<file path="config.mk">
export PLATFORM = sky130hd
export DESIGN_NAME = rep_str_seq
export DESIGN_NICKNAME = d
export VERILOG_FILES = /design/src/rtl/rep_str_seq.sv
export SDC_FILE = /design/constraint.sdc
export NUM_CORES = 1
export LEC_CHECK = 0
export CORE_ASPECT_RATIO = 2
export CORE_MARGIN = 2
export CORE_UTILIZATION = 43
export DETAILED_ROUTE_END_ITERATION = 6
export MAX_ROUTING_LAYER = met4
export PLACE_DENSITY_LB_ADDON = 0.08
export SETUP_SLACK_MARGIN = 0.15
export SLEW_MARGIN = 20
export SYNTH_ARGS = -nofsm -noshare
export SYNTH_HDL_FRONTEND = slang
export SYNTH_SLANG_ARGS = --single-unit
</file>
<file path="constraint.sdc">
create_clock -name clk -period 5.3 [get_ports clk]
set_input_delay 1.06 -clock clk [delete_from_list [all_inputs] [get_ports clk]]
set_output_delay 1.06 -clock clk [all_outputs]
set_load 0.1 [all_outputs]
</file>
<file path="src/rtl/rep_str_seq.sv">
// rep_str_seq: multi-cycle sequencer for x86 string instructions (MOVS, STOS, LODS, +REP).
// Issues memory read/write requests, steps ESI/EDI by the operand size in the direction
// given by DF, decrements ECX under REP, and pulses done with the final register values.
//
// Ports:
//   clk, rst                      clock, asynchronous active-high reset
//   start, op, rep, size, DF_in   operation request (sampled when ready=1)
//   esi_in/edi_in/ecx_in/eax_in   architectural register values, sampled on start
//   abort                         synchronous flush back to IDLE, no done
//   ready                         high in IDLE only
//   rd_req/rd_addr/rd_size        read request, held until rd_ack
//   rd_ack/rd_data                read completion and data
//   wr_req/wr_addr/wr_size/wr_data  write request, held until wr_ack
//   wr_ack                        write accepted
//   esi_out/edi_out/ecx_out/eax_out  working and final register values
//   done                          one-cycle completion pulse
module rep_str_seq (
  input  logic        clk,
  input  logic        rst,
  input  logic        start,
  input  logic [1:0]  op,
  input  logic        rep,
  input  logic [1:0]  size,
  input  logic        DF_in,
  input  logic [31:0] esi_in,
  input  logic [31:0] edi_in,
  input  logic [31:0] ecx_in,
  input  logic [31:0] eax_in,
  input  logic        abort,
  output logic        ready,
  output logic        rd_req,
  output logic [31:0] rd_addr,
  output logic [1:0]  rd_size,
  input  logic        rd_ack,
  input  logic [31:0] rd_data,
  output logic        wr_req,
  output logic [31:0] wr_addr,
  output logic [1:0]  wr_size,
  output logic [31:0] wr_data,
  input  logic        wr_ack,
  output logic [31:0] esi_out,
  output logic [31:0] edi_out,
  output logic [31:0] ecx_out,
  output logic [31:0] eax_out,
  output logic        done
);

  localparam logic [1:0] OpMovs = 2'b00;
  localparam logic [1:0] OpStos = 2'b01;
  localparam logic [1:0] OpLods = 2'b10;
  localparam logic [1:0] OpRsvd = 2'b11;

  typedef enum logic [2:0] {
    StIdle,
    StCheck,
    StRead,
    StWrite,
    StUpdate,
    StDone
  } state_e;

  state_e      state_q;
  logic [1:0]  op_q;
  logic        rep_q;
  logic [1:0]  size_q;
  logic        df_q;
  logic [31:0] esi_q, edi_q, ecx_q, eax_q;
  logic [31:0] buf_q;
  logic        rd_req_q, wr_req_q, done_q;

  logic [31:0] mask;
  logic [31:0] delta;
  logic [31:0] esi_nxt, edi_nxt, ecx_dec;

  always_comb begin
    mask  = 32'hFFFF_FFFF;
    delta = 32'd4;
    unique case (size_q)
      2'b00: begin
        mask  = 32'h0000_00FF;
        delta = 32'd1;
      end
      2'b01: begin
        mask  = 32'h0000_FFFF;
        delta = 32'd2;
      end
      default: ;
    endcase
  end

  // Modulo-2^32 pointer stepping; wrap through zero is intentional.
  assign esi_nxt = df_q ? esi_q - delta : esi_q + delta;
  assign edi_nxt = df_q ? edi_q - delta : edi_q + delta;
  assign ecx_dec = ecx_q - 32'd1;

  always_ff @(posedge clk or posedge rst) begin
    if (rst) begin
      state_q  <= StIdle;
      op_q     <= 2'b00;
      rep_q    <= 1'b0;
      size_q   <= 2'b00;
      df_q     <= 1'b0;
      esi_q    <= '0;
      edi_q    <= '0;
      ecx_q    <= '0;
      eax_q    <= '0;
      buf_q    <= '0;
      rd_req_q <= 1'b0;
      wr_req_q <= 1'b0;
      done_q   <= 1'b0;
    end else begin
      done_q <= 1'b0;
      if (abort) begin
        // Any in-flight transfer is dropped; working registers keep their last values.
        state_q  <= StIdle;
        rd_req_q <= 1'b0;
        wr_req_q <= 1'b0;
      end else begin
        unique case (state_q)
          StIdle: begin
            if (start) begin
              op_q    <= op;
              rep_q   <= rep;
              size_q  <= size;
              df_q    <= DF_in;
              esi_q   <= esi_in;
              edi_q   <= edi_in;
              ecx_q   <= ecx_in;
              eax_q   <= eax_in;
              state_q <= StCheck;
            end
          end
          StCheck: begin
            if ((rep_q && ecx_q == 32'd0) || op_q == OpRsvd) begin
              state_q <= StDone;
              done_q  <= 1'b1;
            end else if (op_q == OpStos) begin
              state_q  <= StWrite;
              wr_req_q <= 1'b1;
            end else begin
              state_q  <= StRead;
              rd_req_q <= 1'b1;
            end
          end
          StRead: begin
            if (rd_ack) begin
              rd_req_q <= 1'b0;
              buf_q    <= rd_data & mask;
              if (op_q == OpLods) begin
                // Only the low size bytes of EAX are replaced.
                eax_q   <= (eax_q & ~mask) | (rd_data & mask);
                state_q <= StUpdate;
              end else begin
                state_q  <= StWrite;
                wr_req_q <= 1'b1;
              end
            end
          end
          StWrite: begin
            if (wr_ack) begin
              wr_req_q <= 1'b0;
              state_q  <= StUpdate;
            end
          end
          StUpdate: begin
            if (op_q != OpStos) esi_q <= esi_nxt;
            if (op_q != OpLods) edi_q <= edi_nxt;
            if (rep_q) ecx_q <= ecx_dec;
            if (rep_q && ecx_dec != 32'd0) begin
              if (op_q == OpStos) begin
                state_q  <= StWrite;
                wr_req_q <= 1'b1;
              end else begin
                state_q  <= StRead;
                rd_req_q <= 1'b1;
              end
            end else begin
              state_q <= StDone;
              done_q  <= 1'b1;
            end
          end
          StDone: begin
            state_q <= StIdle;
          end
          default: begin
            state_q <= StIdle;
          end
        endcase
      end
    end
  end

  assign ready   = (state_q == StIdle);
  assign rd_req  = rd_req_q;
  assign rd_addr = esi_q;
  assign rd_size = size_q;
  assign wr_req  = wr_req_q;
  assign wr_addr = edi_q;
  assign wr_size = size_q;
  assign wr_data = ((op_q == OpStos) ? eax_q : buf_q) & mask;
  assign esi_out = esi_q;
  assign edi_out = edi_q;
  assign ecx_out = ecx_q;
  assign eax_out = eax_q;
  assign done    = done_q;

  // OpMovs is implied by the other decodes; reference it so the name documents the encoding.
  logic unused_op_movs;
  assign unused_op_movs = (op_q == OpMovs);

endmodule
</file>
==> results of run 1 <==
synth_stat cells (15+ instances only):
master | number | share of area, %
a21boi_0 | 18 | 1.1
a21o_1 | 32 | 1.9
a21oi_1 | 166 | 6.6
a31oi_1 | 29 | 1.4
and3_1 | 16 | 0.80
buf_4 | 66 | 3.9
clkbuf_1 | 82 | 2.4
dfrtp_1 | 172 | 34
ha_1 | 65 | 6.5
inv_1 | 25 | 0.75
nand2_1 | 263 | 7.9
nand3_1 | 38 | 1.5
nor2_1 | 157 | 4.7
nor2b_1 | 15 | 0.75
nor3_1 | 37 | 1.5
o21ai_0 | 155 | 6.2
o22ai_1 | 29 | 1.4
xnor2_1 | 32 | 2.2
xor2_1 | 17 | 1.2
critical path, cell delays in order, from the launching register on:
cell and delay, ns:
dfrtp_1 0.42, nor2_1 0.18, inv_2 0.13, ha_1 0.22
nor2_1 0.35, ha_1 0.32, a211oi_1 0.09, o21a_1 0.20
o31a_1 0.31, nand3b_1 0.26, a21oi_1 0.32, o221ai_1 0.32
o31ai_1 0.50, a41oi_1 0.21, or4_1 0.42, nand3_1 0.08
through the flow:
step	hold WS [ns]	std cells	instance area, µm²
global route	0.508	2278	17000
CTS	0.487	2276	17000
finish	0.484	2278	17000
global placement	0.463	2245	16400
floorplan	0.450	1615	12600
detailed placement	0.472	2245	16400
worst max path at each step:
stage	from	end	slack [ns]
after floorplan	rd_size[0]	wr_data[16]	0.13
after global placement	rd_size[0]	edi_out[30]	0.93
after detailed placement	rd_size[0]	edi_out[30]	0.90
after CTS	rd_size[0]	edi_out[30]	0.87
after global routing	rd_size[0]	edi_out[30]	0.69
final	rd_size[0]	edi_out[30]	0.91
logic make-up after synthesis:
family / Yosys count / synth area share [%]
flops: 172 / 34.2
xor+xnor: 49 / 3.41
buf+inv: 181 / 7.40
simple gates: 596 / 21.1
compound gates: 532 / 25.5
mux: 18 / 1.57
fa+ha+maj: 67 / 6.79
layer usage:
metal / wire length [µm] / part of all wire [%]
met5: 0 / 0
met4: 1650 / 3.8
met3: 2130 / 4.9
met2: 23200 / 54
met1: 16300 / 38
cell type report:
class,instances,area [µm²],area share (%)
diodes,1,2.50,0.0147
clock buffers,19,453,2.66
clock inverters,12,139,0.815
inverters,28,109,0.639
multi-input cells,1262,7390,43.4
flip-flops and latches,172,4310,25.3
well taps,360,450,2.64
repair buffers,424,4180,24.6
==> metrics.md, run 1 <==
| Metric | Value |
|---|---|
| Total CTS buffers | 17 |
| Vias in the first global route | 12700 |
| Fin crit share | between 80% and 90% |
| Hold_buf cts | 0 |
| Post-synth cell types | 71 |
| Worst Setup End Kind | flip-flop |
| Status | finished, final reports clean |
| CP Launch Type | flip-flop |
| Top_reg_cell synth | dfrtp_1 |
| Die Width | 125 µm |
| Slack of the critical path | just over 0.9 ns |
| CTS Sinks | 172 |
| Largest net degree at the start of global routing | 173 |
| GR Util met3 | between 4 and 5% |
| Max-slew headroom | 27.7% |
| Reg2Reg Depth | 15 |
| M1 GR Usage | 30.0% |
| CTS tree | built |
| Asr flop ratio synth | 100% |
| Capturing point of the worst reg2reg path | edi_out[30] |
| Global-route usage over all layers | 28.1% |
| Fmax | between 0.2 and 0.25 GHz |
| Syn nets | ~1900 |
| Synth warnings | 0 |
| Clock Latency Late Sink | 0.45 ns |
| First DRT Iteration DRCs | 620 |
| Fin nets | ~2100 |
| Residual antenna-violating net count after detailed routing | 0 |
| Share of layout cells above drive strength 1 | 5.27% |
| Syn Std Cell Area | between 0.01 and 0.015 mm² |
| Fin. Hold Viols | 0 |
| Clock skew | 0.0111 ns |
| Top Usage Layer GRT | met2 |
| I/O pin total | 404 |
| 1st-pass router iterations | 6 |
| Die height | 246 µm |
| Post-DP HPWL | ~32 mm |
| Syn_area_per_cell | a little under 8 µm² |
| Initial core utilization | around 44% |
| IO buf count | 403 |
| CP max FO | 10 |
| Synthesized netlist cell count | between 1500 and 2000 |
| Hold Crit Endpoint | buf_q[17] |
| RSZ-0062 raised after global routing | false |
| Core area | 0.0288 mm² |
| Fill cells | 2677 |
| CTS max path bufs | 2 |
| Slew @ Worst Pin | 1.08 ns |
| Worst Path Required | roughly 5.7 ns |
| Critical Path AT | 4.78 ns |
| Reg2reg setup slack | 0.91 ns |
| Slew Limit Fails | 0 |
| EDFF count, synth | 0 |
| Final wirelength | 43.3 mm |
| Worst Hold Class | reg2reg |
| Commonest non-fill, non-tap cell in the layout | clkdlybuf4s50_1 |
| Initial antenna violation count | 1 |
| First-pass GRT wire length | ~67 mm |
| Fin util | 59.0% |
| Drt via density | 5.70 |
| Post-CTS Setup Inserts | 0 |
| Drt drc | 0 |
| Final Setup Violations | 0 |
| CTS clk-pin slew, worst paths | 0.07 ns |
| Max cap viols | 0 |
| FP Rows | 88 |
| Fin Setup TNS | 0 ns |
| Min-Delay Path Depth | 2 |
| Post-CTS sizing | 0 |
| H-tree depth | 4 |
| WS Path Type | reg2reg |
| GR Layer Usage met2 | between 50% and 60% |
| HP Start | buf_q[17] |
| Die ar. | 0.0307 mm² |
| Seq/Total Area, Yosys | 34.2% |
| Overflow left after global routing | 0 |
| DR vias | 13000 |
| Routability cong. | 0.926 |
| DR WL/cell | 19.0 µm |
| Min cycle time layout | 4.39 ns |
| Yosys reg bits | 172 |
| Pre-CTS WS | 0.897 ns |
| R2R Path Start | rd_size[0] |
| Area Overhead vs Synth | 35.5% |
| Most frequent cells in the layout | clkdlybuf4s50_1 (387), nand2_1 (262), dfrtp_1 (171) |
| Root buffer cell | clkbuf_16 |
Power of run 1 is not shown: default switching activity piles up to over one toggle a cycle in this logic, so the estimate is an artifact.
==> inputs of run 2 (changes only) <==
==> constraint.sdc (replaced) <==
create_clock -name clk -period 3.7 [get_ports clk]
set_input_delay 0.74 -clock clk [delete_from_list [all_inputs] [get_ports clk]]
set_output_delay 0.74 -clock clk [all_outputs]
set_load 0.1 [all_outputs]
==> run 2 against run 1 <==
First-iteration DRC count increased by 30%. Critical path type unchanged. Worst hold slack about the same. Count of clock-buffer cells in the layout increased by 1. Register-to-register slack got worse by 0.66 ns. Non-clock buffer count increased by 52. Final cell count increased by 2.2%. Clock skew decreased by 0.00093 ns. Maximum frequency increased by 27%. Highest routed layer unchanged. Die area unchanged. Via count increased by 3.9%. Critical endpoint is now wr_req.
==> metrics.md, run 2 (synthesis gave the netlist of run 1 again) <==
| Metric | Value |
|---|---|
| Status | finished, final reports clean |
| FP Rows | 88 (unchanged) |
| IO buf count | 403 (unchanged) |
| Commonest non-fill, non-tap cell in the layout | clkdlybuf4s50_1 |
| CTS tree | built |
| Max-slew headroom | 30.3% (+2.6 points) |
| CTS clk-pin slew, worst paths | 0.07 ns (about the same) |
| Worst Path Required | 4.04 ns (-1.64 ns) |
| Slew Limit Fails | 0 (unchanged) |
| CP max FO | 7 (-3) |
| DR WL/cell | 19.6 µm (+3.0%) |
| Critical Path AT | 3.80 ns (-0.98 ns) |
| Post-DP HPWL | 34.4 mm (+7.2%) |
| CTS max path bufs | 2 (unchanged) |
| Fin crit share | 93.4% (+11 points) |
| Clock skew | 0.0101 ns (-0.000931 ns) |
| First DRT Iteration DRCs | 806 (+30%) |
| Final Setup Violations | 0 (unchanged) |
| GR Util met3 | 4.18% (+0.17 points) |
| WS Path Type | reg2reg |
| Residual antenna-violating net count after detailed routing | 0 (unchanged) |
| CTS Sinks | 172 (unchanged) |
| I/O pin total | 404 (unchanged) |
| Most frequent cells in the layout | clkdlybuf4s50_1 (354), nand2_1 (262), dfrtp_1 (162) |
| Global-route usage over all layers | 29.8% (+1.7 points) |
| Slew @ Worst Pin | 1.04 ns (-0.0396 ns) |
| Top Usage Layer GRT | met2 |
| First-pass GRT wire length | 71.1 mm (+5.5%) |
| Hold_buf cts | 0 (unchanged) |
| Largest net degree at the start of global routing | 69 (-60%) |
| Final wirelength | 45.6 mm (+5.3%) |
| Worst Hold Class | reg2reg |
| Share of layout cells above drive strength 1 | 12.7% (+7.4 points) |
| M1 GR Usage | 31.8% (+1.8 points) |
| Drt via density | 5.79 (+1.6%) |
| Routability cong. | 0.928 (+0.19%) |
| GR Layer Usage met2 | 54.1% (+2.7 points) |
| Fin Setup TNS | 0 ns (unchanged) |
| Die ar. | 0.0307 mm² (unchanged) |
| Clock Latency Late Sink | 0.45 ns (about the same) |
| Initial core utilization | 43.6% (unchanged) |
| Ant diodes | 0 (-1) |
| Post-route cell area | 0.0180 mm² (+5.7%) |
| Fin. Hold Viols | 0 (unchanged) |
| Fmax | 0.289 GHz (+27%) |
| Root buffer cell | clkbuf_16 |
| Max cap viols | 0 (unchanged) |
| Post-DP Area | 0.0171 mm² (+4.0%) |
| RSZ-0062 raised after global routing | true |
| H-tree depth | 4 (unchanged) |
| Overflow left after global routing | 0 (unchanged) |
| Drt drc | 0 (unchanged) |
| Total CTS buffers | 17 (unchanged) |
| Min cycle time layout | 3.46 ns (-0.937 ns) |
| 1st-pass router iterations | 5 (-1) |
| Initial antenna violation count | 0 (-1) |
| Vias in the first global route | 13200 (+4.1%) |
| Die height | 246 µm (unchanged) |
| Fin nets | 2196 (+2.4%) |
| Die Width | 125 µm (unchanged) |
| Area Overhead vs Synth | 43.2% |
| Fin util | 62.4% (+3.4 points) |
| Core area | 0.0288 mm² (unchanged) |
| CP Launch Type | flip-flop |
| DR vias | 13500 (+3.9%) |
| Worst Setup End Kind | flip-flop |
run 2: changes by cell type in the layout (fill, tap and decap cells not counted), sizes merged:
cell | previous run | this run
buf | 37 | 122
bufinv | 2 | 6
diode | 1 | 0
inv | 28 | 26
clkinvlp | 5 | 2
clkdlybuf4s50 | 387 | 354
clkbuf | 19 | 20
run 2: final cells by class:
cell class | count | area [µm²]
Fill cell | 2615 | 10800
Timing Repair Buffer | 476 | 4750
Sequential cell | 172 | 4320
Clock inverter | 11 | 215
Tap cell | 360 | 450
Inverter | 28 | 111
Clock buffer | 20 | 447
Multi-Input combinational cell | 1262 | 7710
run 2: metrics by stage:
stage | setup slack, ns | instances | hold slack (ns)
after floorplan | 0.0323 | 1615 | 0.450
after global placement | 0.189 | 2283 | 0.463
after detailed placement | 0.101 | 2283 | 0.471
after CTS | 0.135 | 2314 | 0.487
after global routing | 0.0866 | 2329 | 0.499
final | 0.243 | 2329 | 0.484
run 2: layer usage:
layer / share of wire, % / up-vias
li1: - / 6408
met1: 37 / 6454
met2: 54 / 490
met3: 5.4 / 131
met4: 4.4 / 0
met5: 0 / -
run 2: path summary, 6_finish.rpt:
kind,start,endpoint,slack (ns),cells past startpoint
setup / recovery,ecx_out[10],wr_req,0.24,9
hold / removal,buf_q[12],buf_q[12],0.48,2
setup reg to reg,ecx_out[10],wr_req,0.24,9
hold reg to reg,buf_q[12],buf_q[12],0.48,2
max in group asynchronous,rst,esi_out[12],2.15,3
min in group asynchronous,rst,rd_req,0.82,2
run 2: timing repair:
| item | 4_1_cts | 5_1_grt |
|---|---|---|
| setup buffers | 0 | 15 |
| endpoints found under the hold margin | 0 | 0 |
| resized for setup | 1 | 42 |
| pin swaps | 1 | 12 |
| setup endpoints to repair | 4 | 23 |
run 2: worst max-delay path: stages, from the launching register on:
cell and delay (ns):
dfrtp_2 0.45, or4_4 0.55, or4b_4 0.57, nor2_4 0.16, a21oi_1 0.08, or4_4 0.51
o41ai_4 0.50, a31oi_1 0.13, or2_1 0.25, a21o_1 0.16
Power of run 2 is left out for the same reason.
==> inputs of run 3 (changes only) <==
--- a/config.mk
+++ b/config.mk
@@ -6,7 +6,6 @@
 export NUM_CORES = 1
 export LEC_CHECK = 0
 export CORE_ASPECT_RATIO = 2
-export CORE_MARGIN = 2
 export CORE_UTILIZATION = 43
 export DETAILED_ROUTE_END_ITERATION = 6
 export MAX_ROUTING_LAYER = met4
==> run 3 against run 2 <==
Register-to-register slack lost 0.099 ns. Final cell count is 0.64% lower. Sequential cell count unchanged. Core utilization down 0.90 points. Critical path depth increased by 5. Highest routed layer unchanged. Critical path type unchanged. Wire length down 3.6%. Maximum frequency shrank 2.8%. Via count shrank 1.2%. Non-clock buffer count shrank 16. First-iteration DRC count fell by 14%.
==> metrics.md, run 3 (synthesis gave the netlist of run 1 again) <==
| Metric | Value |
|---|---|
| Status | finished, final reports clean |
| Die ar. | 0.0300 mm² (-2.4%) |
| Worst Path Required | 4.03 ns (about the same) |
| Core area | 0.0288 mm² (unchanged) |
| Crit-path slowest cell | dfrtp_2 |
| Post-DP HPWL | 32.9 mm (-4.2%) |
| Crit-path cells | nand2b_4 > ha_4 > a21oi_4 > ha_1 > nor2b_1 > o31a_1 > o211ai_1 > nand3_2 > o211a_1 > o32ai_4 > buf_4 > o21ai_1 > xnor2_1 > o311ai_0 |
| Setup crit start | rd_size[1] |
| Drt via density | 5.76 (-0.55%) |
| 1st-pass router iterations | 5 (unchanged) |
| Largest net degree at the start of global routing | 90 (+30%) |
| Overflow left after global routing | 0 (unchanged) |
| Clock skew | 0.0114 ns (+0.00131 ns) |
| Initial core utilization | 43.6% (unchanged) |
| Global-route usage over all layers | 30.0% (+0.16 points) |
| Min-Delay Path Depth | 2 (unchanged) |
| Pre-CTS WS | 0.0359 ns (-0.0648 ns) |
| Buffers & Inverters on Critical Path | 1 (+1) |
| Area Overhead vs Synth | 41.1% |
| Worst Hold Class | reg2reg |
| DR WL/cell | 19.0 µm (-2.9%) |
| Routability cong. | 0.960 (+3.5%) |
| Capturing point of the worst reg2reg path | edi_out[29] |
| Slew Limit Fails | 0 (unchanged) |
| Fin. Hold Viols | 0 (unchanged) |
| H-tree depth | 4 (unchanged) |
| Min cycle time layout | 3.56 ns (+0.0988 ns) |
| First-pass GRT wire length | 68.0 mm (-4.4%) |
| Drt drc | 0 (unchanged) |
| Fin crit share | 96.1% (+2.7 points) |
| CP Launch Type | flip-flop |
| FP Rows | 88 (unchanged) |
| Reg2reg setup slack | 0.14 ns (-0.10 ns) |
| Die Width | 123 µm (-1.6%) |
| Hold_buf cts | 0 (unchanged) |
| First DRT Iteration DRCs | 697 (-14%) |
| WP depth | 14 (+5) |
| Final wirelength | 43.9 mm (-3.6%) |
| Slack of the critical path | 0.144 ns (-0.0988 ns) |
| Initial antenna violation count | 0 (unchanged) |
| Die height | 244 µm (-0.81%) |
| R2R Path Start | rd_size[1] |
| Worst Setup End Kind | flip-flop |
| Slew @ Worst Pin | 1.04 ns (-0.000327 ns) |
| CTS max path bufs | 2 (unchanged) |
| Fin nets | 2180 (-0.73%) |
| Root buffer cell | clkbuf_16 |
| CP Capture Point | edi_out[29] |
| Share of layout cells above drive strength 1 | 11.2% (-1.5 points) |
| Fin Setup TNS | 0 ns (unchanged) |
| Final Setup Violations | 0 (unchanged) |
| Fin Hold WS | 0.483 ns (-0.00137 ns) |
| CP peak stage delay | 0.44 ns (-0.13 ns) |
| Fmax | 0.281 GHz (-2.8%) |
| CP max FO | 4 (-3) |
| Total CTS buffers | 17 (unchanged) |
| Reg2Reg Depth | 14 (+5) |
| Clock Latency Late Sink | 0.46 ns (about the same) |
| DR vias | 13300 (-1.2%) |
| Ant diodes | 0 (unchanged) |
| CTS Sinks | 172 (unchanged) |
| RSZ-0062 raised after global routing | true |
| Residual antenna-violating net count after detailed routing | 0 (unchanged) |
| I/O pin total | 404 (unchanged) |
| CTS clk-pin slew, worst paths | 0.07 ns (about the same) |
| Max-slew headroom | 30.4% (about the same) |
| Commonest non-fill, non-tap cell in the layout | clkdlybuf4s50_1 |
| Max cap viols | 0 (unchanged) |
| WS Path Type | reg2reg |
| Kind of cell adding the most delay to the critical path | compound AO/OA/AOI/OAI gates |
| Vias in the first global route | 13000 (-1.9%) |
| CTS tree | built |
| Critical Path AT | 3.89 ns (+0.09 ns) |
| Most frequent cells in the layout | clkdlybuf4s50_1 (356), nand2_1 (262), dfrtp_1 (162) |
| IO buf count | 403 (unchanged) |
run 3: cell types whose count changed in the layout (fill, tap and decap cells not counted), moves of 2 or more:
cell	before	now
buf_4	98	80
bufinv_16	6	2
inv_6	1	4
nor2_1	151	154
nor2_2	3	0
a2111oi_0	4	6
a21oi_1	159	161
clkdlybuf4s50_1	354	356
clkinvlp_4	2	4
run 3: through the flow:
step	utilization, %	area [µm²]	std cells
after floorplan	-	12800	1615
after global placement	58.9	17000	2271
after detailed placement	58.9	17000	2271
after CTS	61.0	17600	2305
after global routing	61.5	17700	2314
final	61.5	17700	2314
run 3: tightest hold or removal path, stage by stage, from the launching register on:
cell and delay, ns:
dfrtp_1 0.34, nand2_1 0.04, o21ai_0 0.06
run 3: routing by layer:
layer  vias to the layer above  part of all wire (%)  GRT usage [%]
met5                         -                     0              -
met4                         0                   4.2           14.6
met3                       120                   6.2           5.29
met2                       483                    53           53.2
met1                      6350                    37           31.1
li1                       6369                     -              -
run 3: layout make-up:
type / count / area [µm²]
flip-flops and latches: 172 / 4320
clock inverters: 12 / 136
fillers: 2607 / 11100
inverters: 28 / 111
clock buffers: 20 / 447
well taps: 360 / 450
repair buffers: 460 / 4640
multi-input cells: 1262 / 7650
run 3: how the worst min path moves through the flow:
stage,from,to,slack (ns)
after detailed placement,buf_q[11],buf_q[11],0.47
after global routing,buf_q[10],buf_q[10],0.51
after CTS,buf_q[11],buf_q[11],0.49
after floorplan,buf_q[10],buf_q[10],0.45
after global placement,buf_q[31],buf_q[31],0.46
final,buf_q[11],buf_q[11],0.48
run 3: repair_timing:
| item | in CTS | in global routing |
|---|---|---|
| setup buffers | 2 | 9 |
| gates resized for setup | 3 | 22 |
| pin swaps | 5 | 16 |
| endpoints found under the setup margin | 7 | 15 |
Power of run 3 is left out for the same reason.
